--- src/rtl/fnd_scan_controller.sv ---
// fnd_scan_controller: latches a 14-bit count per frame, converts to BCD and scans a 4-digit common-anode FND
module fnd_scan_controller #(
  parameter int SCAN_DIV = 100_000
) (
  input  logic        clk,
  input  logic        reset,
  input  logic [13:0] count,
  input  logic        blank_lead,
  input  logic [3:0]  dp_en,
  output logic [3:0]  fnd_com,
  output logic [7:0]  fnd_font
);
  localparam int PW = $clog2(SCAN_DIV);
  typedef enum logic [1:0] {IDLE, CONV, DONE} state_t;
  state_t      state_q, state_d;
  logic [PW-1:0] presc_q;
  logic [1:0]  idx_q;
  logic [29:0] sh_q, sh_d;
  logic [3:0]  bit_q, bit_d;
  logic        pend_q, pend_d;
  logic        oor_q, oor_d;
  logic [15:0] disp_q, disp_d;
  logic        disp_oor_q, disp_oor_d;
  logic [3:0]  com_q, com_d;
  logic [7:0]  font_q, font_d;
  logic [15:0] adj;
  logic [3:0]  digit;
  logic [3:0]  lz;
  logic        scan_tick, frame;

  function automatic logic [7:0] seg(input logic [3:0] d);
    case (d)
      4'd0: seg = 8'hC0;
      4'd1: seg = 8'hF9;
      4'd2: seg = 8'hA4;
      4'd3: seg = 8'hB0;
      4'd4: seg = 8'h99;
      4'd5: seg = 8'h92;
      4'd6: seg = 8'h82;
      4'd7: seg = 8'hF8;
      4'd8: seg = 8'h80;
      4'd9: seg = 8'h90;
      default: seg = 8'hFF;
    endcase
  endfunction

  assign scan_tick = presc_q == PW'(SCAN_DIV - 1);
  assign frame     = scan_tick && idx_q == 2'd3;
  assign lz[3]     = disp_q[15:12] == 4'd0;
  assign lz[2]     = lz[3] && disp_q[11:8] == 4'd0;
  assign lz[1]     = lz[2] && disp_q[7:4] == 4'd0;
  assign lz[0]     = 1'b0;
  assign digit     = disp_q[4*idx_q +: 4];
  assign fnd_com   = com_q;
  assign fnd_font  = font_q;

  // slot timing: prescaler wraps every SCAN_DIV cycles, digit index steps once per wrap
  always_ff @(posedge clk or negedge reset)
    if (!reset) begin
      presc_q <= '0;
      idx_q   <= 2'd0;
    end else begin
      presc_q <= scan_tick ? '0 : presc_q + PW'(1);
      idx_q   <= idx_q + 2'(scan_tick);
    end

  // conversion and display state; pending start forces a conversion right after reset
  always_ff @(posedge clk or negedge reset)
    if (!reset) begin
      state_q    <= IDLE;
      sh_q       <= '0;
      bit_q      <= 4'd0;
      pend_q     <= 1'b1;
      oor_q      <= 1'b0;
      disp_q     <= '0;
      disp_oor_q <= 1'b0;
      com_q      <= 4'b1111;
      font_q     <= 8'hFF;
    end else begin
      state_q    <= state_d;
      sh_q       <= sh_d;
      bit_q      <= bit_d;
      pend_q     <= pend_d;
      oor_q      <= oor_d;
      disp_q     <= disp_d;
      disp_oor_q <= disp_oor_d;
      com_q      <= com_d;
      font_q     <= font_d;
    end

  // add-3 correction applied to every BCD nibble before each shift
  always_comb
    for (int k = 0; k < 4; k++)
      adj[4*k +: 4] = sh_q[14+4*k +: 4] >= 4'd5 ? sh_q[14+4*k +: 4] + 4'd3 : sh_q[14+4*k +: 4];

  // double-dabble FSM: latch on frame boundary, 14 shift iterations, then publish
  always_comb begin
    state_d    = state_q;
    sh_d       = sh_q;
    bit_d      = bit_q;
    pend_d     = pend_q;
    oor_d      = oor_q;
    disp_d     = disp_q;
    disp_oor_d = disp_oor_q;
    case (state_q)
      IDLE: if (frame || pend_q) begin
        sh_d    = {16'd0, count};
        oor_d   = count > 14'd9999;
        pend_d  = 1'b0;
        bit_d   = 4'd0;
        state_d = CONV;
      end
      CONV: begin
        sh_d    = 30'({adj, sh_q[13:0]} << 1);
        bit_d   = bit_q == 4'd14 ? bit_q : bit_q + 4'd1;
        state_d = bit_q == 4'd13 ? DONE : CONV;
      end
      DONE: begin
        disp_d     = sh_q[29:14];
        disp_oor_d = oor_q;
        state_d    = IDLE;
      end
      default: state_d = IDLE;
    endcase
  end

  // segment pattern for the current digit; dp overrides even dash or blank
  always_comb begin
    com_d     = ~(4'b0001 << idx_q);
    font_d    = disp_oor_q ? 8'hBF : (blank_lead && lz[idx_q]) ? 8'hFF : seg(digit);
    font_d[7] = font_d[7] & ~dp_en[idx_q];
  end
endmodule

--- config.mk ---
export PLATFORM = sky130hd
export DESIGN_NAME = fnd_scan_controller
export DESIGN_NICKNAME = d
export VERILOG_FILES = /design/src/rtl/fnd_scan_controller.sv
export SDC_FILE = /design/constraint.sdc
export NUM_CORES = 1
export LEC_CHECK = 0
export CAP_MARGIN = 10
export CORE_UTILIZATION = 30
export DETAILED_ROUTE_END_ITERATION = 6
export DONT_BUFFER_PORTS = 1
export PLACE_DENSITY = 0.52
export SYNTH_ARGS = -nofsm -noshare
export SYNTH_HDL_FRONTEND = slang
export SYNTH_SLANG_ARGS = --single-unit
--- constraint.sdc ---
create_clock -name clk -period 2.2 [get_ports clk]
set_input_delay 0.33 -clock clk [delete_from_list [all_inputs] [get_ports clk]]
set_output_delay 0.33 -clock clk [all_outputs]
set_load 0.02 [all_outputs]
# == Word level (Yosys, flattened, before mapping) ==
# Memories as Yosys holds them, arrays and structs flattened.
# Index checks and enable logic that the tools add are counted.
# op_classes
addsub,7
magnitude_cmp,6
n_eq_ne,8
shift,2
mux,19
bitwise_logic,3
n_reduce_logical,13
# op_table
cell,n
$pmux W30 S2,1
$mux W30,1
$mux W4,5
$add A17 B1 Y17 const B,1
$eq A17 B17 Y1 const B,1
$mux W17,1
$ge A4 B3 Y1 const B,4
$mux W8,2
$shiftx A16 B5 Y4,1
$gt A14 B14 Y1 const B,1
$add A4 B2 Y4 const B,3
$logic_not A4 Y1,3
$eq A4 B4 Y1 const B,2
$pmux W4 S2,1
$add A4 B1 Y4 const B,1
$bmux W1 S2,2
$eq A2 B2 Y1 const B,2
$logic_and A1 B1 Y1,4
$mux W2,2
$ne A2 B2 Y1 const B,2
$not A4 Y4,1
$pmux W2 S2,1
$reduce_and A2 Y1,2
$shl A1 B2 Y4 const A,1
other kinds (12),13
# totals
ff_bits,86
rom_bits,112
output_inout_bits,12
word_cells,70
n_memories,1
# mem_list
name,depth,width,rd,rd_ports_with_merged_regs,write_ports,line_no,text
(no name shown),16,7,1,0,0,32,case (d)

# == Logic depth before layout (Yosys ltp) ==
# depth
depth_word,9
depth_mapped,8

# == Worst setup path after synthesis ==
# No wires, ideal clock.
# synth_timing
kind,flip-flop to flip-flop
startpoint,reg idx_q[0]
endpoint,"reg font_q[0], in the netlist fnd_font[0]"
setup_ns,0.087
arrival_time_ns,1.776
required_ns,2.113
path_slack_ns,0.337
stages_incl_launch_ff,7
n_path_buf,1
cell_sequence,dfrtp_1 buf_6 mux4_1 ha_1 mux2_4 a21oi_1 nand3_1
# synth_between
elab_chain_len,5
word_cells_on_any_way,7
classes_between,1 x shift; 4 x mux; 1 x reduce/logical; 1 x memory
# synth_rtl
element,line_no,text
start: declaration,17,logic [1:0] idx_q;
start signal: assignment,64,idx_q <= idx_q + 2'(scan_tick);
branches (longest 3 deep; another with $mem_v2 Z16 W7),--,
$mux W8 * (2 in series),130,font_d = disp_oor_q ? 8'hBF : (blank_lead && lz[idx_q]) ? 8'hFF : seg(digit);
via font_d[0],25,"logic [7:0] font_q, font_d;"
end signal: assignment,88,font_q <= font_d;
end: declaration,25,
# Mark *: on every way through the listed nets, which the timed path passes. The select of a mux whose other input is x is not followed.
# A chain may end at the register's enable or synchronous reset.

# == Worst setup path after layout ==
# layout_timing
startpoint,reg idx_q[0]
endpoint,"reg font_q[3], in the netlist fnd_font[3]"
# The elaborated chain is that of the path after synthesis.

==> reports/qor.txt <==
sw frac - 0.1945
CTS buffer count - 9
Critical R2R Capture - fnd_font[3]
vias in the first global route - 3189
Net Switching - 0.6383 mW
die area - 15770 um2
PortBufs - 0
hold slack - -310.8 ps
Internal - 2.644 mW
# setup viols final - 0
Die W - 125.6 um
power per cell area - 638.4 nW/um2
Total Routing Usage GR - 0.1345
Max Cap Viol - 0
Logic pwr share - 0.002
mean post-synth cell area - 10.63 um2
Mapped Cells - 431
clock root cell - clkbuf_16
final setup TNS - 0 ps
CP arrival - 2280 ps
RSZ-0062 raised after global routing - false
num rows - 44
Worst R2R Setup Slack - 190 ps
RePlAce Congestion - 0.7676
most frequent cells in the layout - dfrtp_1, inv_1, nand2_1
GRT overflow - 0
area leader, netlist - dfrtp_1
post-synthesis instance area - 4581 um2
Compound-Gate Fraction of Synth Area - 0.1669
Final Hold Viols - 86
Clock Path Buffers - 2
worst slack, placed - 168.4 ps
clk slew on worst S/H paths - 60 ps
HPWL after detailed placement - 6.659 mm
largest family of logic cells by synthesized area - compound AO/OA/AOI/OAI gates
Residual DRC - 3
Starting Density - 0.3116
data required time at the worst endpoint - 2470 ps
delay-heaviest family, CP - multiplexers
Crit-path slowest cell - mux4_1
IO Pins - 33
Max Freq - 497.0 MHz
first drt pass iteration count - 6
failing checks - DRC, hold timing
crit start category - register
Tcrit/Tclk final - 0.9146
FF+latch count, synth - 86
Post-synth ARST share - 1.000
DRT iter0 DRCs - 190
slew margin rel. - 0.6243
Post-synth EDFFs - 0
register area share after synthesis - 0.4734
Clock Latency Late Sink - 350 ps
Peak VDD IR - 376.2 uV
Worst Skew - 8.133 ps
Mapped Nets - 470
first-pass GRT wire length - 16.56 mm
WP buf/inv - 0
DR WL/cell - 15.58 um
slowest stage delay, CP - 680 ps
Reg2Reg Depth - 5
most common cell after layout, fill and taps aside - dfrtp_1
Post-DRT Antenna Nets - 0
element type at the critical path end - register
post_cts resized - 0
Post-Synth Simple-Gate Area - 0.1439
FF-to-FF Start - idx_q[0]
Final Routed Wirelength - 9.708 mm
CP startpoint - idx_q[0]
diodes inserted - 0
XOR/XNOR share of the synthesized area - 0.04015
Clock power frac - 0.515
final worst slack - 187.9 ps
pin count of the biggest net entering global routing - 87
Core Area - 14700 um2
TritonCTS clock tree - built
Worst setup endpoint - fnd_font[3]
Tmin final - 2012 ps
die height - 125.6 um
Worst-Margin Slew - 559.2 ps
Hold Crit Class - input port to async pin
worst-path cell chain - mux4_1 > ha_1 > mux2_4 > a21oi_1 > nand3_1
Synth Area in Adders - 0.04917
Crit Path Max Fanout - 8
Final Slew Violations - 0
DR vias/cell - 5.233
Setup Buffers After CTS - 0
Nets - 473
via count - 3260
standby leakage power - 2.257 nW
top cells by area, synth - dfrtp_1, dfstp_2, ha_1
post-synth top area share - 0.3988
Area growth syn-to-layout - 12.24%
Top FF cell, synth - dfrtp_1
total number of H-tree levels - 3
initial antenna violation count - 0
Synth Warn # - 0
critical path depth - 5
CP Class - register to register
mux cell area share after synthesis - 0.07566
Reg power frac - 0.483
clock sink count - 86
layout cell share with drive strength beyond 1 - 0.1686
Unique masters post-synth - 62
Util after Layout - 0.3498
status - finished, violations left
[how the worst min path moves through the flow]
| stage | from | end | slack, ps | depth (start not counted) |
|---|---|---|---|---|
| after floorplan | reset | bit_q[0] | 30 | 0 |
| after global placement | reset | disp_oor_q | 40 | 0 |
| after detailed placement | reset | disp_oor_q | 40 | 0 |
| after CTS | reset | sh_q[20] | -340 | 0 |
| after global routing | reset | disp_q[15] | -340 | 0 |
| final | reset | sh_q[26] | -310 | 0 |
[worst register-to-register path: stages (launching register included)]
cell	delay, ps
dfrtp_1	520
mux4_1	680
ha_1	230
mux2_4	270
a21oi_1	140
nand3_1	80
[state kept, by name, indices dropped and copies added (netlist names)]
register / flops
bit_q: 4
disp_oor_q: 1
disp_q: 16
fnd_com: 4
fnd_font: 8
idx_q: 2
oor_q: 1
pend_q: 1
presc_q: 17
sh_q: 30
state_q: 2
[cells by family (layout without fill, tap and decap cells)]
logic type	after synthesis	in the layout
AOI/OAI and AO/OA	109	109
xor gates and xnor gates	21	21
adders and majority gates	18	18
buffers and inverters	52	60
DFF	86	86
muxes	25	25
and+or+nand+nor	120	120
[cells in the mapped netlist (all sizes together), types with 7 or more instances]
cell type	n
o21ai	23
nand3	23
nand2	24
nand2b	7
ha	18
inv	27
nor2	19
nor3	7
nand4	7
buf	13
xnor2	16
a211oi	11
a21oi	16
o22ai	9
mux2	18
dfstp	13
dfrtp	73
a221o	10
clkbuf	12
[metrics by stage]
stage	instances	power [mW]	area, um2
detailed placement	607	1.621	4807
global route	623	3.405	5141
floorplan	431	1.620	4581
global placement	607	1.621	4807
CTS	623	3.347	5141
finish	623	3.282	5141
[layout make-up]
cell class / count / area [um2]
Sequential cell: 86 / 2168
Clock buffer: 11 / 252.7
Fill cell: 1444 / 9558
Multi-Input combinational cell: 293 / 2180
Tap cell: 184 / 230.2
Timing Repair Buffer: 17 / 127.6
Inverter: 27 / 101.3
Clock inverter: 5 / 81.33
[power groups by stage]
stage	registers, mW	logic [mW]	clock network, mW
global placement	1.61	0.00682	0
finish	1.59	0.00703	1.69
floorplan	1.61	0.00567	0
global route	1.58	0.00784	1.81
CTS	1.59	0.00709	1.75
detailed placement	1.61	0.00702	0
[layer usage]
metal	up-vias	track usage	routed length, um	part of all wire
li1	1572	-	-	-
met1	1605	0.1844	4778	0.49
met2	71	0.2003	4314	0.44
met3	12	0.04322	486	0.050
met4	0	0.04161	129	0.013
met5	-	0	0	0
No activity file was read; power rests on OpenSTA's default activity.
